[config.mk]
export PLATFORM = sky130hd
export DESIGN_NAME = hazard_ctrl
export DESIGN_NICKNAME = d
export VERILOG_FILES = /design/src/rtl/pipe_pkg.sv /design/src/rtl/hazard_ctrl_scoreboard.sv /design/src/rtl/hazard_ctrl.sv
export SDC_FILE = /design/constraint.sdc
export NUM_CORES = 1
export LEC_CHECK = 0
export CAP_MARGIN = 20
export CORE_UTILIZATION = 30
export CTS_BUF_LIST = sky130_fd_sc_hd__clkbuf_8
export DETAILED_ROUTE_END_ITERATION = 10
export PLACE_DENSITY = 0.47
export SYNTH_ARGS = -nofsm -noshare
export SYNTH_HDL_FRONTEND = slang
export SYNTH_SLANG_ARGS = --single-unit
[constraint.sdc]
create_clock -name clk -period 2.8 [get_ports clk]
set_input_delay 0.56 -clock clk [delete_from_list [all_inputs] [get_ports clk]]
set_output_delay 0.56 -clock clk [all_outputs]
set_load 0.02 [all_outputs]
[src/rtl/pipe_pkg.sv]
// Shared pipeline definitions for the RV32I core: bubble encoding, sequencing
// states, writeback/operand select encodings and pipeline control bundles.
package pipe_pkg;

  localparam int XLEN     = 32;
  localparam int NUM_REGS = 32;
  localparam int REG_AW   = 5;

  // addi x0, x0, 0
  localparam logic [XLEN-1:0] BUBBLE = 32'h0000_0013;

  typedef enum logic [1:0] {
    ST_RUN    = 2'd0,
    ST_STALL  = 2'd1,
    ST_FREEZE = 2'd2,
    ST_FLUSH  = 2'd3
  } ctrl_state_e;

  localparam logic [2:0] WB_X   = 3'd0;
  localparam logic [2:0] WB_ALU = 3'd1;
  localparam logic [2:0] WB_MEM = 3'd2;
  localparam logic [2:0] WB_PC  = 3'd3;
  localparam logic [2:0] WB_CSR = 3'd4;

  localparam logic [1:0] RS1_X   = 2'd0;
  localparam logic [1:0] RS1_RS1 = 2'd1;
  localparam logic [1:0] RS1_PC  = 2'd2;
  localparam logic [1:0] RS1_IMZ = 2'd3;

  localparam logic [2:0] RS2_X   = 3'd0;
  localparam logic [2:0] RS2_RS2 = 3'd1;
  localparam logic [2:0] RS2_IMI = 3'd2;
  localparam logic [2:0] RS2_IMS = 3'd3;
  localparam logic [2:0] RS2_IMJ = 3'd4;
  localparam logic [2:0] RS2_IMU = 3'd5;

  // Two bits per register: at most EXE, MEM and WB can hold a pending write.
  localparam logic [1:0] SB_MAX = 2'd3;

  typedef struct packed {
    logic pc_en;
    logic if_id_en;
    logic id_exe_en;
    logic exe_mem_en;
    logic mem_wb_en;
    logic if_id_flush;
    logic id_exe_bubble;
  } pipe_ctrl_t;

  localparam pipe_ctrl_t CTRL_RUN    = '{1'b1, 1'b1, 1'b1, 1'b1, 1'b1, 1'b0, 1'b0};
  localparam pipe_ctrl_t CTRL_STALL  = '{1'b0, 1'b0, 1'b1, 1'b1, 1'b1, 1'b0, 1'b1};
  localparam pipe_ctrl_t CTRL_FREEZE = '{1'b0, 1'b0, 1'b0, 1'b0, 1'b0, 1'b0, 1'b0};
  localparam pipe_ctrl_t CTRL_FLUSH  = '{1'b1, 1'b1, 1'b1, 1'b1, 1'b1, 1'b1, 1'b1};
  localparam pipe_ctrl_t CTRL_RESET  = '{1'b0, 1'b0, 1'b0, 1'b0, 1'b0, 1'b1, 1'b1};

  // Decoder helpers producing the *_used hazard inputs.
  function automatic logic rs1_used(input logic [1:0] sel);
    return sel == RS1_RS1;
  endfunction

  function automatic logic rs2_used(input logic [2:0] sel);
    return sel == RS2_RS2;
  endfunction

  function automatic logic writes_rf(input logic [2:0] wb_sel);
    return wb_sel != WB_X;
  endfunction

endpackage

[src/rtl/hazard_ctrl_scoreboard.sv]
// Per-register in-flight write counters with issue/retire update and busy
// lookup for the two ID source operands.
module scoreboard
  import pipe_pkg::*;
#(
  parameter bit RF_BYPASS = 1'b0
) (
  input  logic              clk,
  input  logic              rst_n,
  input  logic              i_issue,
  input  logic [REG_AW-1:0] i_issue_rd,
  input  logic              i_retire,
  input  logic [REG_AW-1:0] i_retire_rd,
  input  logic [REG_AW-1:0] i_rs1_addr,
  input  logic [REG_AW-1:0] i_rs2_addr,
  output logic              o_rs1_busy,
  output logic              o_rs2_busy
);

  logic [NUM_REGS-1:0][1:0] r_cnt;
  logic [NUM_REGS-1:0][1:0] w_cnt_next;
  logic [1:0]               w_rs1_cnt;
  logic [1:0]               w_rs2_cnt;
  logic                     w_rs1_wb_hit;
  logic                     w_rs2_wb_hit;

  for (genvar gi = 0; gi < NUM_REGS; gi++) begin : g_entry
    if (gi == 0) begin : g_zero
      assign w_cnt_next[gi] = 2'd0;
    end else begin : g_cnt
      logic w_inc;
      logic w_dec;

      assign w_inc = i_issue & (i_issue_rd == REG_AW'(gi));
      assign w_dec = i_retire & (i_retire_rd == REG_AW'(gi));

      // Simultaneous issue and retire cancel; a stray retire at zero holds.
      assign w_cnt_next[gi] =
          (w_inc && !w_dec && r_cnt[gi] != SB_MAX) ? r_cnt[gi] + 2'd1 :
          (w_dec && !w_inc && r_cnt[gi] != 2'd0)   ? r_cnt[gi] - 2'd1 :
                                                      r_cnt[gi];

      a_no_underflow : assert property (@(posedge clk) disable iff (!rst_n)
          !(w_dec && !w_inc && r_cnt[gi] == 2'd0));
    end
  end

  always_ff @(posedge clk or negedge rst_n) begin
    if (!rst_n) begin
      r_cnt <= '0;
    end else begin
      r_cnt <= w_cnt_next;
    end
  end

  assign w_rs1_cnt    = r_cnt[i_rs1_addr];
  assign w_rs2_cnt    = r_cnt[i_rs2_addr];
  assign w_rs1_wb_hit = RF_BYPASS && (w_rs1_cnt == 2'd1) && i_retire && (i_retire_rd == i_rs1_addr);
  assign w_rs2_wb_hit = RF_BYPASS && (w_rs2_cnt == 2'd1) && i_retire && (i_retire_rd == i_rs2_addr);

  assign o_rs1_busy = (i_rs1_addr != '0) && (w_rs1_cnt != 2'd0) && !w_rs1_wb_hit;
  assign o_rs2_busy = (i_rs2_addr != '0) && (w_rs2_cnt != 2'd0) && !w_rs2_wb_hit;

endmodule

[src/rtl/hazard_ctrl.sv]
// Pipeline sequencing controller: RAW stall, EXE redirect squash and data
// memory freeze, with a sequencing FSM and saturating stall/flush counters.
module hazard_ctrl
  import pipe_pkg::*;
#(
  parameter int RF_BYPASS = 0,
  parameter int CNT_W     = 32
) (
  input  logic              clk,
  input  logic              reset,
  input  logic              id_valid,
  input  logic [REG_AW-1:0] id_rs1_addr,
  input  logic [REG_AW-1:0] id_rs2_addr,
  input  logic              id_rs1_used,
  input  logic              id_rs2_used,
  input  logic [REG_AW-1:0] id_rd_addr,
  input  logic              id_rf_wen,
  input  logic              exe_redirect,
  input  logic              mem_access,
  input  logic              dmem_ready,
  input  logic              wb_rf_wen,
  input  logic [REG_AW-1:0] wb_rd_addr,
  output logic              pc_en,
  output logic              if_id_en,
  output logic              id_exe_en,
  output logic              exe_mem_en,
  output logic              mem_wb_en,
  output logic              if_id_flush,
  output logic              id_exe_bubble,
  output logic [1:0]        ctrl_state,
  output logic [CNT_W-1:0]  stall_cnt,
  output logic [CNT_W-1:0]  flush_cnt
);

  logic             w_freeze;
  logic             w_raw;
  logic             w_rs1_busy;
  logic             w_rs2_busy;
  logic             w_issue;
  logic             w_retire;
  logic             w_stall_evt;
  logic             w_flush_evt;
  pipe_ctrl_t       w_ctrl;
  ctrl_state_e      r_state;
  ctrl_state_e      w_state_next;
  logic [CNT_W-1:0] r_stall_cnt;
  logic [CNT_W-1:0] r_flush_cnt;

  assign w_freeze = mem_access & ~dmem_ready;
  assign w_raw    = id_valid & ((id_rs1_used & w_rs1_busy) | (id_rs2_used & w_rs2_busy));
  assign w_retire = wb_rf_wen & (wb_rd_addr != '0);
  // Only a real instruction actually entering EXE claims its destination.
  assign w_issue  = w_ctrl.id_exe_en & ~w_ctrl.id_exe_bubble & id_valid & id_rf_wen
                  & (id_rd_addr != '0);

  scoreboard #(
    .RF_BYPASS (RF_BYPASS != 0)
  ) u_sb (
    .clk         (clk),
    .rst_n       (reset),
    .i_issue     (w_issue),
    .i_issue_rd  (id_rd_addr),
    .i_retire    (w_retire),
    .i_retire_rd (wb_rd_addr),
    .i_rs1_addr  (id_rs1_addr),
    .i_rs2_addr  (id_rs2_addr),
    .o_rs1_busy  (w_rs1_busy),
    .o_rs2_busy  (w_rs2_busy)
  );

  always_ff @(posedge clk or negedge reset) begin
    if (!reset) begin
      r_state <= ST_RUN;
    end else begin
      r_state <= w_state_next;
    end
  end

  always_comb begin
    w_state_next = ST_RUN;
    if (w_freeze) begin
      w_state_next = ST_FREEZE;
    end else if (exe_redirect) begin
      w_state_next = ST_FLUSH;
    end else if (w_raw) begin
      w_state_next = ST_STALL;
    end
  end

  // A redirect under freeze waits: EXE is frozen, so it is presented again.
  always_comb begin
    w_ctrl = CTRL_RUN;
    if (!reset) begin
      w_ctrl = CTRL_RESET;
    end else if (w_freeze) begin
      w_ctrl = CTRL_FREEZE;
    end else if (exe_redirect) begin
      w_ctrl = CTRL_FLUSH;
    end else if (w_raw) begin
      w_ctrl = CTRL_STALL;
    end
  end

  assign w_stall_evt = w_freeze | (w_raw & ~exe_redirect);
  assign w_flush_evt = exe_redirect & ~w_freeze;

  always_ff @(posedge clk or negedge reset) begin
    if (!reset) begin
      r_stall_cnt <= '0;
      r_flush_cnt <= '0;
    end else begin
      if (w_stall_evt && (r_stall_cnt != '1)) begin
        r_stall_cnt <= r_stall_cnt + CNT_W'(1);
      end
      if (w_flush_evt && (r_flush_cnt != '1)) begin
        r_flush_cnt <= r_flush_cnt + CNT_W'(1);
      end
    end
  end

  assign pc_en         = w_ctrl.pc_en;
  assign if_id_en      = w_ctrl.if_id_en;
  assign id_exe_en     = w_ctrl.id_exe_en;
  assign exe_mem_en    = w_ctrl.exe_mem_en;
  assign mem_wb_en     = w_ctrl.mem_wb_en;
  assign if_id_flush   = w_ctrl.if_id_flush;
  assign id_exe_bubble = w_ctrl.id_exe_bubble;
  assign ctrl_state    = r_state;
  assign stall_cnt     = r_stall_cnt;
  assign flush_cnt     = r_flush_cnt;

endmodule

==> flow_metrics.env <==
export IMPL_synth_compound_area_share_pct=15.5
export IMPL_cp_startpoint="u_sb.r_cnt[13]"
export IMPL_synth_async_reset_ratio_pct=100
export IMPL_rsz0062_at_grt="true"
export IMPL_clockBufferDepth=2
export IMPL_place_hpwl_um=19200
export IMPL_initial_core_util_pct=30.6
export IMPL_crit_path_start_kind="flip-flop"
export IMPL_final_core_util_pct=43.9
export IMPL_syn_area_per_cell_um2=8.86
export IMPL_route_detailed_wl_per_inst_um=17.7
export IMPL_vias=7601
export IMPL_arrival_ns=2.42
export IMPL_crit_buf_inv=1
export IMPL_muxShareOfSynthArea_pct=3.86
export IMPL_synthesis_nets=902
export IMPL_grt_overflow=0
export IMPL_synth_cells=870
export IMPL_clock_sinks=128
export IMPL_viasPerCell=5.19
export IMPL_pin_count=103
export IMPL_slowest_stage="dfrtp_2"
export IMPL_ctsRootBufferMaster="clkbuf_8"
export IMPL_worst_pin_slew_ns=0.665
export IMPL_grt_use_total_pct=20.3
export IMPL_synth_xor_area_share_pct=6.82
export IMPL_crit_type="reg -> out"
export IMPL_crit_family="simple AND/OR/NAND/NOR gates"
export IMPL_cpPeakStageDelay_ns=0.45
export IMPL_clk_latency_ns=0.46
export IMPL_r2r_start="u_sb.r_cnt[13]"
export IMPL_use_met1_pct=28.8
export IMPL_dp_cells=1416
export IMPL_finalClockSkew_ns=0.0258
export IMPL_met2_usage_pct=30.9
export IMPL_synth_edf_count=0
export IMPL_core_area_mm2=0.0252
export IMPL_synthDistinctLibCells=70
export IMPL_synthSimpleGateAreaFrac_pct=28.6
export IMPL_synth_top_family_by_area="simple AND/OR/NAND/NOR gates"
export IMPL_drt_initial_drc_count=401
export IMPL_worstPathCellList="or3_4 -> o311ai_4 -> o311a_1 -> o21ai_2 -> or2_4 -> o21ai_4 -> and2_4 -> buf_6"
export IMPL_antenna_found_initial=1
export IMPL_p_clk_share_pct=33.1
export IMPL_layoutNonFillerInstCount=1465
export IMPL_cts_tree="built"
export IMPL_use_met3_pct=4.49
export IMPL_timing_final_crit_period_ns=2.98
export IMPL_h_tree_depth=4
export IMPL_max_freq_mhz=335
export IMPL_power_frac_comb_pct=24.7
export IMPL_p_total_w=0.00516
export IMPL_first_global_vias=7319
export IMPL_synth_adder_area_share_pct=0.325
export IMPL_p_switching_w=0.00170
export IMPL_yosys_register_bits=128
export IMPL_hp_class="in -> async"
export IMPL_route_detailed_drc=0
export IMPL_setup_viol=6
export IMPL_endpoint_kind="output pin"
export IMPL_slew_headroom_pct=55.7
export IMPL_die_w_um=162
export IMPL_grt_max_degree=124
export IMPL_period_share_pct=107
export IMPL_ys_seq_area_share_pct=41.5
export IMPL_switching_share_pct=32.9
export IMPL_fin_area_mm2=0.0111
export IMPL_postPlaceCellArea_mm2=0.0102
export IMPL_cap_viol_max_count=0
export IMPL_path_max_fanout=3
export IMPL_die_area_mm2=0.0263
export IMPL_cts_buffers=17
export IMPL_critPathRequiredTime_ns=2.24
export IMPL_synth_area_mm2=0.00771
export IMPL_ir_drop_mv=0.367
export IMPL_powerDensity_mw_per_mm2=466
export IMPL_final_nets=1153
export IMPL_die_y_um=162
export IMPL_status="complete, but fails checks"
export IMPL_clk_pin_slew_ns=0.08
export IMPL_io_buffers=102
export IMPL_std_cell_rows=58
export IMPL_firstDrtPassIters=5
export IMPL_wl_um=25900
export IMPL_drv_slew=0
export IMPL_setup_tns_ns=-0.590
export IMPL_postRouteAntennaNets=0
export IMPL_grt_pass1_wl_um=40800
export IMPL_p_leak_nw=4.62
export IMPL_final_hold_violation_count=0
export IMPL_synthToLayoutAreaGrowth_pct=43.4
export IMPL_drive_above_1_share_pct=25.9
export IMPL_yosysWarnings=0
export IMPL_setup_ws_ns=-0.182
export IMPL_busiest_layer="met2"
export IMPL_violations="setup timing"
export IMPL_seqPwrFrac_pct=42.1
export IMPL_place_congestion=0.951
export IMPL_reg2reg_slack_ns=-0.04
export IMPL_p_int_w=0.00346
export IMPL_ys_flop_type="dfrtp_1"
final cells by class:
class | count | area (um2)
inverters | 20 | 77.6
diodes | 1 | 2.50
well taps | 330 | 413
clock buffers | 17 | 234
flip-flops and latches | 128 | 3210
clock inverters | 15 | 173
multi-input cells | 684 | 4540
fillers | 2496 | 14100
repair buffers | 270 | 2410
synth_stat cells, drive strengths merged, types with 8 or more instances:
cell type	instances	area share, %
a211oi	10	0.97
or2	9	0.73
nand3	52	3.4
nor3	34	2.3
clkbuf	23	1.1
o21a	12	1.2
and3	25	2.0
nor2	89	4.3
o31ai	13	1.3
buf	15	1.2
a31oi	8	0.65
xnor2	51	5.8
mux2i	8	1.0
and4	10	1.1
nand2b	14	1.1
xor2	9	1.0
o31a	9	1.0
a21oi	20	1.3
dfrtp	128	42
o21bai	12	1.2
nor4	28	2.3
nand4	30	2.4
inv	20	0.97
nand2	79	3.9
nor2b	14	1.1
and2	15	1.2
o21ai	52	3.4
worst register-to-register path: stages (launching register included):
cell and delay, ns:
dfrtp_2 0.45, or3_4 0.40, o311ai_4 0.07, o311a_1 0.21, o21ai_2 0.06, or2_4 0.25
buf_4 0.14, or4_4 0.47, or4_4 0.54, nand3_2 0.09, o21ai_2 0.05
cells by family (layout without fill, tap and decap cells):
kind of cell | after synthesis | after routing
simple gates | 424 | 424
compound gates | 177 | 177
flops | 128 | 128
xor+xnor | 60 | 60
buf+inv | 58 | 322
mux | 21 | 21
fa+ha+maj | 2 | 2
other cells | 0 | 1
routing by layer:
| metal | part of all wire (%) | vias to the layer above |
|---|---|---|
| met3 | 5.8 | 27 |
| met4 | 1.9 | 0 |
| met5 | 0 | - |
| li1 | - | 3708 |
| met2 | 44 | 212 |
| met1 | 48 | 3654 |
state kept, by name, summed over array words and instances (netlist names):
name	count
stall_cnt	32
flush_cnt	32
u_sb.r_cnt	62
ctrl_state	2
timing repair:
action | CTS | global route
hold endpoints to repair | 0 | 0
resized for setup | 70 | 56
gates cloned | 1 | 0
hold buffers | 0 | 0
endpoints found under the setup margin | 94 | 50
setup buffers | 11 | 8
pin swaps | 16 | 24
metrics by stage:
stage	setup WS [ns]	hold slack (ns)
global route	-0.249	0.0325
global placement	-1.25	0.482
finish	-0.182	0.0535
floorplan	0.0166	0.264
detailed placement	-1.25	0.482
CTS	-0.223	0.0343
worst paths after layout:
path | end | cells past startpoint
worst min register to register | stall_cnt[11] | 1
max in group asynchronous | u_sb.r_cnt[14] | 3
worst min-delay path | u_sb.r_cnt[2] | 2
worst max-delay path | pc_en | 8
worst max register to register | u_sb.r_cnt[42] | 10
min in group clk | stall_cnt[11] | 1
power by group through the flow:
stage | Combinational (W) | Clock, W | Sequential [W]
global placement | 0.00115 | 0 | 0.00220
floorplan | 0.000415 | 0 | 0.00228
CTS | 0.00122 | 0.00176 | 0.00217
detailed placement | 0.00116 | 0 | 0.00219
global route | 0.00137 | 0.00186 | 0.00220
finish | 0.00128 | 0.00171 | 0.00217
cells in the final DEF, fill, tap and decap left out, types with 11 or more instances in the layout:
cell,count
and2_1,14
o31ai_1,11
o21ai_0,44
o21bai_1,12
nand2b_1,13
o21a_1,12
dfrtp_1,123
clkdlybuf4s50_1,90
nor2_1,75
nor2_2,11
nand2_1,77
a21oi_1,19
nand3_1,46
and3_1,24
nor3_1,28
nor2b_1,14
clkbuf_8,17
nor4_1,24
xnor2_1,51
nand4_1,30
inv_1,20
buf_4,154
Power figures use the tool's default switching activity.
